==> src/rtl/axi4lite_pkg.sv <==
// Shared AXI4-Lite types for the register-access masters and slaves:
// response codes, the master FSM state encoding and the fixed bus widths.
package axi4lite_pkg;

  localparam int AXI_DATA_W = 32;
  localparam int AXI_STRB_W = 4;

  typedef enum logic [1:0] {
    OKAY   = 2'b00,
    EXOKAY = 2'b01,
    SLVERR = 2'b10,
    DECERR = 2'b11
  } resp_e;

  typedef enum logic [2:0] {
    IDLE    = 3'd0,
    WR_REQ  = 3'd1,
    WR_RESP = 3'd2,
    RD_REQ  = 3'd3,
    RD_DATA = 3'd4,
    RSP     = 3'd5
  } master_state_e;

endpackage

==> src/rtl/axi4lite_master_if.sv <==
// Bundle of the command/response port and the AXI4-Lite master port of
// axi4lite_master. The master modport is the DUT view; the slave modport is
// the view of whatever sits around it (sequencer plus AXI4-Lite peripheral).
//
// Handshake rule on every channel (cmd, rsp, AW, W, B, AR, R): a transfer
// happens on the rising clk edge where valid and ready are both 1. Once valid
// is raised its payload is held stable and valid stays high until that edge;
// ready may depend on valid, but valid never waits for ready.
interface axi4lite_master_if #(
  parameter int ADDR_W = 32,
  parameter int DATA_W = 32
);
  localparam int STRB_W = DATA_W / 8;

  // command / response side
  logic              cmd_valid;
  logic              cmd_ready;
  logic              cmd_write;
  logic [ADDR_W-1:0] cmd_addr;
  logic [DATA_W-1:0] cmd_wdata;
  logic [STRB_W-1:0] cmd_wstrb;
  logic              rsp_valid;
  logic              rsp_ready;
  logic              rsp_write;
  logic [DATA_W-1:0] rsp_rdata;
  logic [1:0]        rsp_resp;

  // AXI4-Lite side
  logic [ADDR_W-1:0] m_axi_awaddr;
  logic              m_axi_awvalid;
  logic              m_axi_awready;
  logic [DATA_W-1:0] m_axi_wdata;
  logic [STRB_W-1:0] m_axi_wstrb;
  logic              m_axi_wvalid;
  logic              m_axi_wready;
  logic [1:0]        m_axi_bresp;
  logic              m_axi_bvalid;
  logic              m_axi_bready;
  logic [ADDR_W-1:0] m_axi_araddr;
  logic              m_axi_arvalid;
  logic              m_axi_arready;
  logic [DATA_W-1:0] m_axi_rdata;
  logic [1:0]        m_axi_rresp;
  logic              m_axi_rvalid;
  logic              m_axi_rready;

  modport master (
    input  cmd_valid, cmd_write, cmd_addr, cmd_wdata, cmd_wstrb,
    output cmd_ready,
    output rsp_valid, rsp_write, rsp_rdata, rsp_resp,
    input  rsp_ready,
    output m_axi_awaddr, m_axi_awvalid,
    input  m_axi_awready,
    output m_axi_wdata, m_axi_wstrb, m_axi_wvalid,
    input  m_axi_wready,
    input  m_axi_bresp, m_axi_bvalid,
    output m_axi_bready,
    output m_axi_araddr, m_axi_arvalid,
    input  m_axi_arready,
    input  m_axi_rdata, m_axi_rresp, m_axi_rvalid,
    output m_axi_rready
  );

  modport slave (
    output cmd_valid, cmd_write, cmd_addr, cmd_wdata, cmd_wstrb,
    input  cmd_ready,
    input  rsp_valid, rsp_write, rsp_rdata, rsp_resp,
    output rsp_ready,
    input  m_axi_awaddr, m_axi_awvalid,
    output m_axi_awready,
    input  m_axi_wdata, m_axi_wstrb, m_axi_wvalid,
    output m_axi_wready,
    output m_axi_bresp, m_axi_bvalid,
    input  m_axi_bready,
    input  m_axi_araddr, m_axi_arvalid,
    output m_axi_arready,
    output m_axi_rdata, m_axi_rresp, m_axi_rvalid,
    input  m_axi_rready
  );

endinterface

==> src/rtl/axi4lite_master.sv <==
// axi4lite_master: turns single-beat commands into AXI4-Lite transactions,
// one outstanding at a time. Every output is a register so nothing on the
// command side depends combinationally on AXI inputs.
//
// Optional build macro AXI4LITE_MASTER_TIMEOUT_EN adds a watchdog: after
// TIMEOUT_CYCLES cycles stuck in one bus phase the master abandons the
// transaction and reports DECERR. Without it the master waits forever.
module axi4lite_master
  import axi4lite_pkg::*;
#(
  parameter int ADDR_W         = 32,
  parameter int DATA_W         = 32,
  parameter int TIMEOUT_CYCLES = 256
) (
  input  logic              clk,
  input  logic              rst_n,
  axi4lite_master_if.master bus,
  output master_state_e     state_o
);

  localparam int STRB_W = DATA_W / 8;

  // Elaboration guards: the data path is fixed at 32 bits.
  if (DATA_W != AXI_DATA_W || STRB_W != AXI_STRB_W) begin : g_bad_data_w
    $error("axi4lite_master: DATA_W must be 32");
  end
  if (TIMEOUT_CYCLES < 1) begin : g_bad_timeout
    $error("axi4lite_master: TIMEOUT_CYCLES must be at least 1");
  end

  master_state_e     state_q;
  logic              cmd_ready_q;
  logic              awvalid_q;
  logic              wvalid_q;
  logic              bready_q;
  logic              arvalid_q;
  logic              rready_q;
  logic              rsp_valid_q;
  logic              rsp_write_q;
  logic [1:0]        rsp_resp_q;
  logic [DATA_W-1:0] rsp_rdata_q;
  logic [ADDR_W-1:0] addr_q;
  logic [DATA_W-1:0] wdata_q;
  logic [STRB_W-1:0] wstrb_q;

  // A write channel is finished once its valid has dropped or is being
  // accepted this cycle; AW and W complete independently in any order.
  logic aw_done;
  logic w_done;
  assign aw_done = !awvalid_q || bus.m_axi_awready;
  assign w_done  = !wvalid_q  || bus.m_axi_wready;

`ifdef AXI4LITE_MASTER_TIMEOUT_EN
  localparam int TMO_W = $clog2(TIMEOUT_CYCLES + 1);

  logic [TMO_W-1:0] tmo_cnt_q;
  logic             busy;
  logic             phase_done;
  logic             tmo_hit;

  // Classify the current state: waiting on the bus, and leaving this cycle.
  always_comb begin
    busy       = 1'b0;
    phase_done = 1'b0;
    case (state_q)
      WR_REQ:  begin busy = 1'b1; phase_done = aw_done && w_done;   end
      WR_RESP: begin busy = 1'b1; phase_done = bus.m_axi_bvalid;    end
      RD_REQ:  begin busy = 1'b1; phase_done = bus.m_axi_arready;   end
      RD_DATA: begin busy = 1'b1; phase_done = bus.m_axi_rvalid;    end
      default: ;
    endcase
  end

  // Fires on the TIMEOUT_CYCLES-th consecutive cycle in one bus phase.
  assign tmo_hit = busy && !phase_done &&
                   (tmo_cnt_q == TMO_W'(TIMEOUT_CYCLES - 1));

  // Cycles spent in the current bus phase; zero on every phase entry.
  always_ff @(posedge clk or negedge rst_n) begin
    if (!rst_n) begin
      tmo_cnt_q <= '0;
    end else if (!busy || phase_done) begin
      tmo_cnt_q <= '0;
    end else begin
      tmo_cnt_q <= tmo_cnt_q + 1'b1;
    end
  end
`endif

  // Transaction FSM with all handshake and response outputs registered.
  always_ff @(posedge clk or negedge rst_n) begin
    if (!rst_n) begin
      state_q     <= IDLE;
      cmd_ready_q <= 1'b0;
      awvalid_q   <= 1'b0;
      wvalid_q    <= 1'b0;
      bready_q    <= 1'b0;
      arvalid_q   <= 1'b0;
      rready_q    <= 1'b0;
      rsp_valid_q <= 1'b0;
      rsp_write_q <= 1'b0;
      rsp_resp_q  <= '0;
      rsp_rdata_q <= '0;
      addr_q      <= '0;
      wdata_q     <= '0;
      wstrb_q     <= '0;
    end else begin
      case (state_q)
        IDLE: begin
          cmd_ready_q <= 1'b1;
          if (cmd_ready_q && bus.cmd_valid) begin
            cmd_ready_q <= 1'b0;
            addr_q      <= bus.cmd_addr;
            wdata_q     <= bus.cmd_wdata;
            wstrb_q     <= bus.cmd_wstrb;
            rsp_write_q <= bus.cmd_write;
            if (bus.cmd_write) begin
              awvalid_q <= 1'b1;
              wvalid_q  <= 1'b1;
              state_q   <= WR_REQ;
            end else begin
              arvalid_q <= 1'b1;
              state_q   <= RD_REQ;
            end
          end
        end
        WR_REQ: begin
          if (aw_done && w_done) begin
            awvalid_q <= 1'b0;
            wvalid_q  <= 1'b0;
            bready_q  <= 1'b1;
            state_q   <= WR_RESP;
          end else begin
            if (awvalid_q && bus.m_axi_awready) awvalid_q <= 1'b0;
            if (wvalid_q && bus.m_axi_wready)   wvalid_q  <= 1'b0;
          end
        end
        WR_RESP: begin
          if (bus.m_axi_bvalid) begin
            bready_q    <= 1'b0;
            rsp_resp_q  <= bus.m_axi_bresp;
            rsp_rdata_q <= '0;
            rsp_valid_q <= 1'b1;
            state_q     <= RSP;
          end
        end
        RD_REQ: begin
          if (bus.m_axi_arready) begin
            arvalid_q <= 1'b0;
            rready_q  <= 1'b1;
            state_q   <= RD_DATA;
          end
        end
        RD_DATA: begin
          if (bus.m_axi_rvalid) begin
            rready_q    <= 1'b0;
            rsp_rdata_q <= bus.m_axi_rdata;
            rsp_resp_q  <= bus.m_axi_rresp;
            rsp_valid_q <= 1'b1;
            state_q     <= RSP;
          end
        end
        RSP: begin
          if (bus.rsp_ready) begin
            rsp_valid_q <= 1'b0;
            cmd_ready_q <= 1'b1;
            state_q     <= IDLE;
          end
        end
        default: state_q <= IDLE;
      endcase
`ifdef AXI4LITE_MASTER_TIMEOUT_EN
      // Abandon the stuck transaction; overrides any partial progress above.
      if (tmo_hit) begin
        awvalid_q   <= 1'b0;
        wvalid_q    <= 1'b0;
        bready_q    <= 1'b0;
        arvalid_q   <= 1'b0;
        rready_q    <= 1'b0;
        rsp_valid_q <= 1'b1;
        rsp_resp_q  <= DECERR;
        rsp_rdata_q <= '0;
        state_q     <= RSP;
      end
`endif
    end
  end

  assign bus.cmd_ready     = cmd_ready_q;
  assign bus.rsp_valid     = rsp_valid_q;
  assign bus.rsp_write     = rsp_write_q;
  assign bus.rsp_rdata     = rsp_rdata_q;
  assign bus.rsp_resp      = rsp_resp_q;
  assign bus.m_axi_awaddr  = addr_q;
  assign bus.m_axi_awvalid = awvalid_q;
  assign bus.m_axi_wdata   = wdata_q;
  assign bus.m_axi_wstrb   = wstrb_q;
  assign bus.m_axi_wvalid  = wvalid_q;
  assign bus.m_axi_bready  = bready_q;
  assign bus.m_axi_araddr  = addr_q;
  assign bus.m_axi_arvalid = arvalid_q;
  assign bus.m_axi_rready  = rready_q;
  assign state_o           = state_q;

endmodule

==> src/flat_wrapper.sv <==
// flat-port wrapper written by rule: the top's interface ports become plain ports
module axi4lite_master_flat import axi4lite_pkg::*;
#(
  parameter int ADDR_W         = 32,
  parameter int DATA_W         = 32,
  parameter int TIMEOUT_CYCLES = 256
)
  (clk, rst_n, state_o, bus_cmd_valid, bus_cmd_write, bus_cmd_addr, bus_cmd_wdata, bus_cmd_wstrb, bus_cmd_ready, bus_rsp_valid, bus_rsp_write, bus_rsp_rdata, bus_rsp_resp, bus_rsp_ready, bus_m_axi_awaddr, bus_m_axi_awvalid, bus_m_axi_awready, bus_m_axi_wdata, bus_m_axi_wstrb, bus_m_axi_wvalid, bus_m_axi_wready, bus_m_axi_bresp, bus_m_axi_bvalid, bus_m_axi_bready, bus_m_axi_araddr, bus_m_axi_arvalid, bus_m_axi_arready, bus_m_axi_rdata, bus_m_axi_rresp, bus_m_axi_rvalid, bus_m_axi_rready);
  axi4lite_master_if #(.ADDR_W(ADDR_W), .DATA_W(DATA_W)) bus_i ();
  input  logic clk;
  input  logic rst_n;
  output master_state_e state_o;
  input wire logic [$bits(bus_i.cmd_valid)-1:0] bus_cmd_valid;
  input wire logic [$bits(bus_i.cmd_write)-1:0] bus_cmd_write;
  input wire logic [$bits(bus_i.cmd_addr)-1:0] bus_cmd_addr;
  input wire logic [$bits(bus_i.cmd_wdata)-1:0] bus_cmd_wdata;
  input wire logic [$bits(bus_i.cmd_wstrb)-1:0] bus_cmd_wstrb;
  output wire logic [$bits(bus_i.cmd_ready)-1:0] bus_cmd_ready;
  output wire logic [$bits(bus_i.rsp_valid)-1:0] bus_rsp_valid;
  output wire logic [$bits(bus_i.rsp_write)-1:0] bus_rsp_write;
  output wire logic [$bits(bus_i.rsp_rdata)-1:0] bus_rsp_rdata;
  output wire logic [$bits(bus_i.rsp_resp)-1:0] bus_rsp_resp;
  input wire logic [$bits(bus_i.rsp_ready)-1:0] bus_rsp_ready;
  output wire logic [$bits(bus_i.m_axi_awaddr)-1:0] bus_m_axi_awaddr;
  output wire logic [$bits(bus_i.m_axi_awvalid)-1:0] bus_m_axi_awvalid;
  input wire logic [$bits(bus_i.m_axi_awready)-1:0] bus_m_axi_awready;
  output wire logic [$bits(bus_i.m_axi_wdata)-1:0] bus_m_axi_wdata;
  output wire logic [$bits(bus_i.m_axi_wstrb)-1:0] bus_m_axi_wstrb;
  output wire logic [$bits(bus_i.m_axi_wvalid)-1:0] bus_m_axi_wvalid;
  input wire logic [$bits(bus_i.m_axi_wready)-1:0] bus_m_axi_wready;
  input wire logic [$bits(bus_i.m_axi_bresp)-1:0] bus_m_axi_bresp;
  input wire logic [$bits(bus_i.m_axi_bvalid)-1:0] bus_m_axi_bvalid;
  output wire logic [$bits(bus_i.m_axi_bready)-1:0] bus_m_axi_bready;
  output wire logic [$bits(bus_i.m_axi_araddr)-1:0] bus_m_axi_araddr;
  output wire logic [$bits(bus_i.m_axi_arvalid)-1:0] bus_m_axi_arvalid;
  input wire logic [$bits(bus_i.m_axi_arready)-1:0] bus_m_axi_arready;
  input wire logic [$bits(bus_i.m_axi_rdata)-1:0] bus_m_axi_rdata;
  input wire logic [$bits(bus_i.m_axi_rresp)-1:0] bus_m_axi_rresp;
  input wire logic [$bits(bus_i.m_axi_rvalid)-1:0] bus_m_axi_rvalid;
  output wire logic [$bits(bus_i.m_axi_rready)-1:0] bus_m_axi_rready;
  assign bus_i.cmd_valid = bus_cmd_valid;
  assign bus_i.cmd_write = bus_cmd_write;
  assign bus_i.cmd_addr = bus_cmd_addr;
  assign bus_i.cmd_wdata = bus_cmd_wdata;
  assign bus_i.cmd_wstrb = bus_cmd_wstrb;
  assign bus_cmd_ready = bus_i.cmd_ready;
  assign bus_rsp_valid = bus_i.rsp_valid;
  assign bus_rsp_write = bus_i.rsp_write;
  assign bus_rsp_rdata = bus_i.rsp_rdata;
  assign bus_rsp_resp = bus_i.rsp_resp;
  assign bus_i.rsp_ready = bus_rsp_ready;
  assign bus_m_axi_awaddr = bus_i.m_axi_awaddr;
  assign bus_m_axi_awvalid = bus_i.m_axi_awvalid;
  assign bus_i.m_axi_awready = bus_m_axi_awready;
  assign bus_m_axi_wdata = bus_i.m_axi_wdata;
  assign bus_m_axi_wstrb = bus_i.m_axi_wstrb;
  assign bus_m_axi_wvalid = bus_i.m_axi_wvalid;
  assign bus_i.m_axi_wready = bus_m_axi_wready;
  assign bus_i.m_axi_bresp = bus_m_axi_bresp;
  assign bus_i.m_axi_bvalid = bus_m_axi_bvalid;
  assign bus_m_axi_bready = bus_i.m_axi_bready;
  assign bus_m_axi_araddr = bus_i.m_axi_araddr;
  assign bus_m_axi_arvalid = bus_i.m_axi_arvalid;
  assign bus_i.m_axi_arready = bus_m_axi_arready;
  assign bus_i.m_axi_rdata = bus_m_axi_rdata;
  assign bus_i.m_axi_rresp = bus_m_axi_rresp;
  assign bus_i.m_axi_rvalid = bus_m_axi_rvalid;
  assign bus_m_axi_rready = bus_i.m_axi_rready;
  axi4lite_master #(.ADDR_W(ADDR_W), .DATA_W(DATA_W), .TIMEOUT_CYCLES(TIMEOUT_CYCLES)) u_core (.clk(clk), .rst_n(rst_n), .bus(bus_i), .state_o(state_o));
endmodule
==> config.mk <==
export PLATFORM = sky130hd
export DESIGN_NAME = axi4lite_master_flat
export DESIGN_NICKNAME = d
export VERILOG_FILES = /design/src/rtl/axi4lite_pkg.sv /design/src/rtl/axi4lite_master_if.sv /design/src/rtl/axi4lite_master.sv /design/src/flat_wrapper.sv
export SDC_FILE = /design/constraint.sdc
export NUM_CORES = 1
export LEC_CHECK = 0
export CAP_MARGIN = 20
export CORE_MARGIN = 3
export CORE_UTILIZATION = 42
export DETAILED_ROUTE_END_ITERATION = 10
export GPL_ROUTABILITY_DRIVEN = 1
export PLACE_DENSITY = 0.95
export SLEW_MARGIN = 20
export SYNTH_ARGS = -nofsm -noshare
export SYNTH_HDL_FRONTEND = slang
export SYNTH_SLANG_ARGS = --single-unit
export TNS_END_PERCENT = 50
==> constraint.sdc <==
create_clock -name clk -period 3.9 [get_ports clk]
set_clock_uncertainty 0.15 [all_clocks]
set_input_delay 0.78 -clock clk [delete_from_list [all_inputs] [get_ports clk]]
set_output_delay 0.78 -clock clk [all_outputs]
set_load 0.05 [all_outputs]
; ---- Yosys cells after proc, flatten, opt, wreduce, memory -nomap -nowiden
; Cells that the tools add are included.
[classes]
eq_ne = 15
reduce_logical = 26
mux = 39
[op_table]
columns = operator, count
row1 = 2-to-1 mux 32 bit, 2
row2 = case mux 32 bit (2 select lines), 1
row3 = 2-to-1 mux 1 bit, 18
row4 = 2-to-1 mux 3 bit, 6
row5 = case mux 3 bit (6 select lines), 1
row6 = AND reduction 4 bit, 4
row7 = "inequality test 2 bit, second input constant", 6
row8 = case mux 1 bit (2 select lines), 6
row9 = nonzero test 2 bit, 6
row10 = AND reduction 3 bit, 3
row11 = "equality test 3 x 2 -> 1 bit, second input constant", 2
row12 = "equality test 3 bit, second input constant", 2
row13 = 2-to-1 mux 2 bit, 3
row14 = "inequality test 3 x 1 -> 1 bit, second input constant", 2
row15 = AND reduction 6 bit, 1
row16 = logical AND 1 bit, 4
row17 = "inequality test 2 x 1 -> 1 bit, second input constant", 2
row18 = case mux 2 bit (2 select lines), 1
row19 = AND reduction 2 bit, 2
row20 = "equality test 3 x 1 -> 1 bit, second input constant", 1
row21 = logical NOT 3 bit, 1
row22 = case mux 1 bit (3 select lines), 1
row23 = nonzero test 3 bit, 1
row24 = logical NOT 1 bit, 2
row25 = logical OR 1 bit, 2
[word_totals]
input_bits = 114
reg_bits = 113
output_inout_bits = 145
elab_cells = 94

; ---- Logic depth before layout (Yosys ltp)
[depth]
ltp_word = 5
depth_mapped = 6
ltp_nobuf = 3

; ---- Least setup slack after synthesis
; Ideal clock, no wire load.
[synth_timing]
path_kind = register to register
from = register u_core.state_q[2] (netlist: u_core.state_o[2])
to = register u_core.wdata_q[11] (netlist: u_core.bus.m_axi_wdata[11])
setup_ns = 0.127
arrival_time_ns = 1.771
period_less_slack_ns = 2.048
path_slack_ns = 1.852
stages_incl_launch_ff = 7
n_path_buf = 3
t_required_ns = 3.623
cell_sequence = dfrtp_1 > buf_2 > nand3b_4 > nor3_4 > buf_6 > buf_6 > mux2_1
[synth_between]
elab_chain_cells = 2
[synth_rtl]
columns = element, line_no
row1 = "start, declared", axi4lite_master.sv:31  ; master_state_e state_q;
row2 = "start signal, assigned", axi4lite_master.sv:93  ; state_q <= IDLE;
row3 = "start signal, assigned", axi4lite_master.sv:120  ; state_q <= WR_REQ;
row4 = "start signal, assigned", axi4lite_master.sv:123  ; state_q <= RD_REQ;
row5 = logical NOT 3 bit, axi4lite_master.sv:108  ; case (state_q)
row6 = AND reduction 2 bit (no line), -
row7 = "end signal, assigned", axi4lite_master.sv:114  ; wdata_q <= bus.cmd_wdata;
row8 = "end, declared", axi4lite_master.sv:43  ; logic [DATA_W-1:0] wdata_q;
; Every way passes these cells.
; A chain may end at the register's enable or synchronous reset.

; ---- Worst setup path after layout
[layout_timing]
from = register u_core.state_q[1] (netlist: u_core.state_o[1])
to = output port state_o[1]
[layout_lines]
columns = element, line_no
row1 = "end, declared", flat_wrapper.sv:12  ; output master_state_e state_o;
; No word-level cell between the ends.

==> flow_metrics.env <==
export IMPL_grt_max_degree=75
export IMPL_clock_sinks=113
export IMPL_synth_edf_count=0
export IMPL_cts_hold_buf=0
export IMPL_worstHoldPathType="in2async"
export IMPL_setup_violations=0
export IMPL_overflow=0
export IMPL_cts_buffers=17
export IMPL_seqCellArea_mm2=0.00283
export IMPL_ys_types=38
export IMPL_crit_path_max_fanout=19
export IMPL_ant_nets=0
export IMPL_clk_pin_slew_ps=50
export IMPL_ctsResizeCount=0
export IMPL_post_route_util_pct=73.4
export IMPL_max_freq_mhz=321
export IMPL_avgSynthCellArea_um2=14.5
export IMPL_drive_gt1_share_pct=16.2
export IMPL_wl_per_cell_um=18.8
export IMPL_nFillCells=638
export IMPL_totalWireLength_mm=13.2
export IMPL_outcome="complete, no violations"
export IMPL_die_area_mm2=0.0124
export IMPL_drv_slew=0
export IMPL_multi_input_area_mm2=0.00147
export IMPL_worst_slew_pin_slew_ps=918
export IMPL_maxCapViolCount=0
export IMPL_htreeDepth=4
export IMPL_crit_family="buffers and inverters"
export IMPL_arrival_ps=2180
export IMPL_crit_path_cell_trace="clkdlybuf4s50_1"
export IMPL_syn_cell_area_mm2=0.00467
export IMPL_cts_setup_buffers=0
export IMPL_area_delta_synth_final_pct=65.9
export IMPL_synth_seq_area_share_pct=60.6
export IMPL_ys_flop_type="dfrtp_1"
export IMPL_cp_slowest_cell="clkdlybuf4s50_1"
export IMPL_start_kind="register"
export IMPL_initial_core_util_pct=44.2
export IMPL_cts_root_buf="clkbuf_8"
export IMPL_critPathKind="reg2out"
export IMPL_fin_crit_sh_pct=79.8
export IMPL_slowest_delay_ps=930
export IMPL_row_count=37
export IMPL_ys_seq_elements=113
export IMPL_grt_setup_unrepaired="no"
export IMPL_slew_limit_headroom_pct=38.8
export IMPL_drc=0
export IMPL_whs_ps=263
export IMPL_io_pins=259
export IMPL_synth_cells=323
export IMPL_io_buffers=258
export IMPL_grt_pass1_wl_mm=21.4
export IMPL_antenna_found_initial=0
export IMPL_viasPerCell=5.08
export IMPL_routabilityCongestion=0.816
export IMPL_cts_buffer_depth=2
export IMPL_syn_num_nets=437
export IMPL_clkLatencyLatePin_ps=490
export IMPL_die_x_um=111
export IMPL_via_count=3571
export IMPL_core_area_mm2=0.0106
export IMPL_worst_ep_required_time_ps=2970
export IMPL_cp_num_buf_inv=1
export IMPL_min_period_ps=3110
export IMPL_cp_end_kind="output pin"
export IMPL_cts_tree="yes"
export IMPL_async_flop_share_pct=100
export IMPL_hpwl_mm=9.64
export IMPL_finalSetupTns_ps=0
export IMPL_grtUsageTotal_pct=21.6
export IMPL_antennaDiodeCount=0
export IMPL_grt_pass1_vias=3840
export IMPL_drtPass1Iterations=4
export IMPL_drtIter0Drc=148
export IMPL_final_hold_viol_count=0
export IMPL_yosysWarnings=0
export IMPL_fin_nets=668
export IMPL_die_h_um=111
==> area by class of cell <==
cell class / count / area share (%)
Clock inverter: 10 / 2.36
Timing Repair Buffer: 264 / 34.1
Inverter: 3 / 0.145
Clock buffer: 22 / 5.72
Multi-Input combinational cell: 155 / 19.0
Sequential cell: 113 / 36.5
Tap cell: 136 / 2.20
==> flip-flops by register name, summed over array words and instances, names as in the netlist <==
signal and flops:
u_core.bus.rsp_resp 2, u_core.bus.m_axi_wdata 32, u_core.bus.m_axi_wvalid 1, u_core.bus.rsp_write 1, u_core.bus.m_axi_rready 1, u_core.bus.m_axi_awvalid 1, u_core.state_o 3, u_core.bus.m_axi_wstrb 4
u_core.bus.rsp_valid 1, u_core.bus.rsp_rdata 32, u_core.bus.m_axi_araddr 32, u_core.bus.m_axi_bready 1, u_core.bus.m_axi_arvalid 1, u_core.bus.cmd_ready 1
==> final timing paths <==
check	cells past startpoint	slack, ps	to	from
worst max register to register	4	1740	u_core.bus.rsp_resp[1]	u_core.state_o[1]
worst min register to register	1	340	u_core.bus.m_axi_wdata[30]	u_core.bus.m_axi_wdata[30]
worst max-delay path	1	790	state_o[1]	u_core.state_o[1]
min in group clk	1	340	u_core.bus.m_axi_wdata[30]	u_core.bus.m_axi_wdata[30]
worst min-delay path	1	260	u_core.bus.m_axi_awvalid	rst_n
max in group asynchronous	2	2450	u_core.bus.m_axi_wdata[24]	rst_n
==> synthesized netlist by cell type (5+ instances only) <==
master / number / share of area (%)
nand2_1: 5 / 0.40
buf_2: 12 / 1.3
dfrtp_1: 113 / 61
a22o_1: 32 / 6.0
buf_4: 36 / 5.8
mux2_1: 21 / 5.1
mux2_2: 52 / 13
==> metal layers <==
metal / global-route usage [%] / part of all wire [%] / up-vias / routed length, um
met2: 38.4 / 54 / 195 / 7110
met3: 7.07 / 8.0 / 11 / 1060
met4: 6.24 / 0.92 / 0 / 122
li1: - / - / 1613 / -
met5: 0 / 0 / - / 0
met1: 25.0 / 37 / 1752 / 4900
==> cells in the final DEF, fill, tap and decap left out, types with 2 or more instances in the layout <==
master | synthesis | final
a21oi_1 | 2 | 2
a22o_1 | 32 | 32
a31oi_1 | 3 | 3
a41oi_1 | 3 | 3
buf_4 | 36 | 5
bufinv_16 | 0 | 5
clkbuf_1 | 1 | 4
clkbuf_16 | 0 | 16
clkbuf_8 | 0 | 2
clkdlybuf4s50_1 | 0 | 257
clkinv_2 | 0 | 3
clkinv_4 | 0 | 2
dfrtp_1 | 113 | 113
inv_1 | 3 | 3
mux2_1 | 21 | 21
mux2_2 | 52 | 52
nand2_1 | 5 | 5
nand2b_1 | 3 | 3
nand3_1 | 3 | 3
nand3b_1 | 2 | 2
nor2_1 | 3 | 3
nor3_4 | 1 | 2
nor3b_1 | 2 | 2
nor4bb_1 | 2 | 2
o21ai_0 | 3 | 3
o2bb2ai_1 | 2 | 2
==> stage by stage <==
step                setup slack (ps)  instance area (um^2)  std cells
global placement                1080                  7110        670
floorplan                       1850                  4670        323
finish                           788                  7750        703
detailed placement              1010                  7110        670
global route                     697                  7750        703
CTS                              785                  7730        702
==> kinds of logic after synthesis <==
group / count (synthesis) / synth area share [%]
DFF: 113 / 60.6
AOI/OAI and AO/OA: 54 / 9.51
buffers and inverters: 55 / 8.12
muxes: 73 / 17.6
and+or+nand+nor: 28 / 4.21
Power is left out: the tool's default activity adds up to more than one toggle a clock period on the data nets, which glitch-free logic cannot reach.
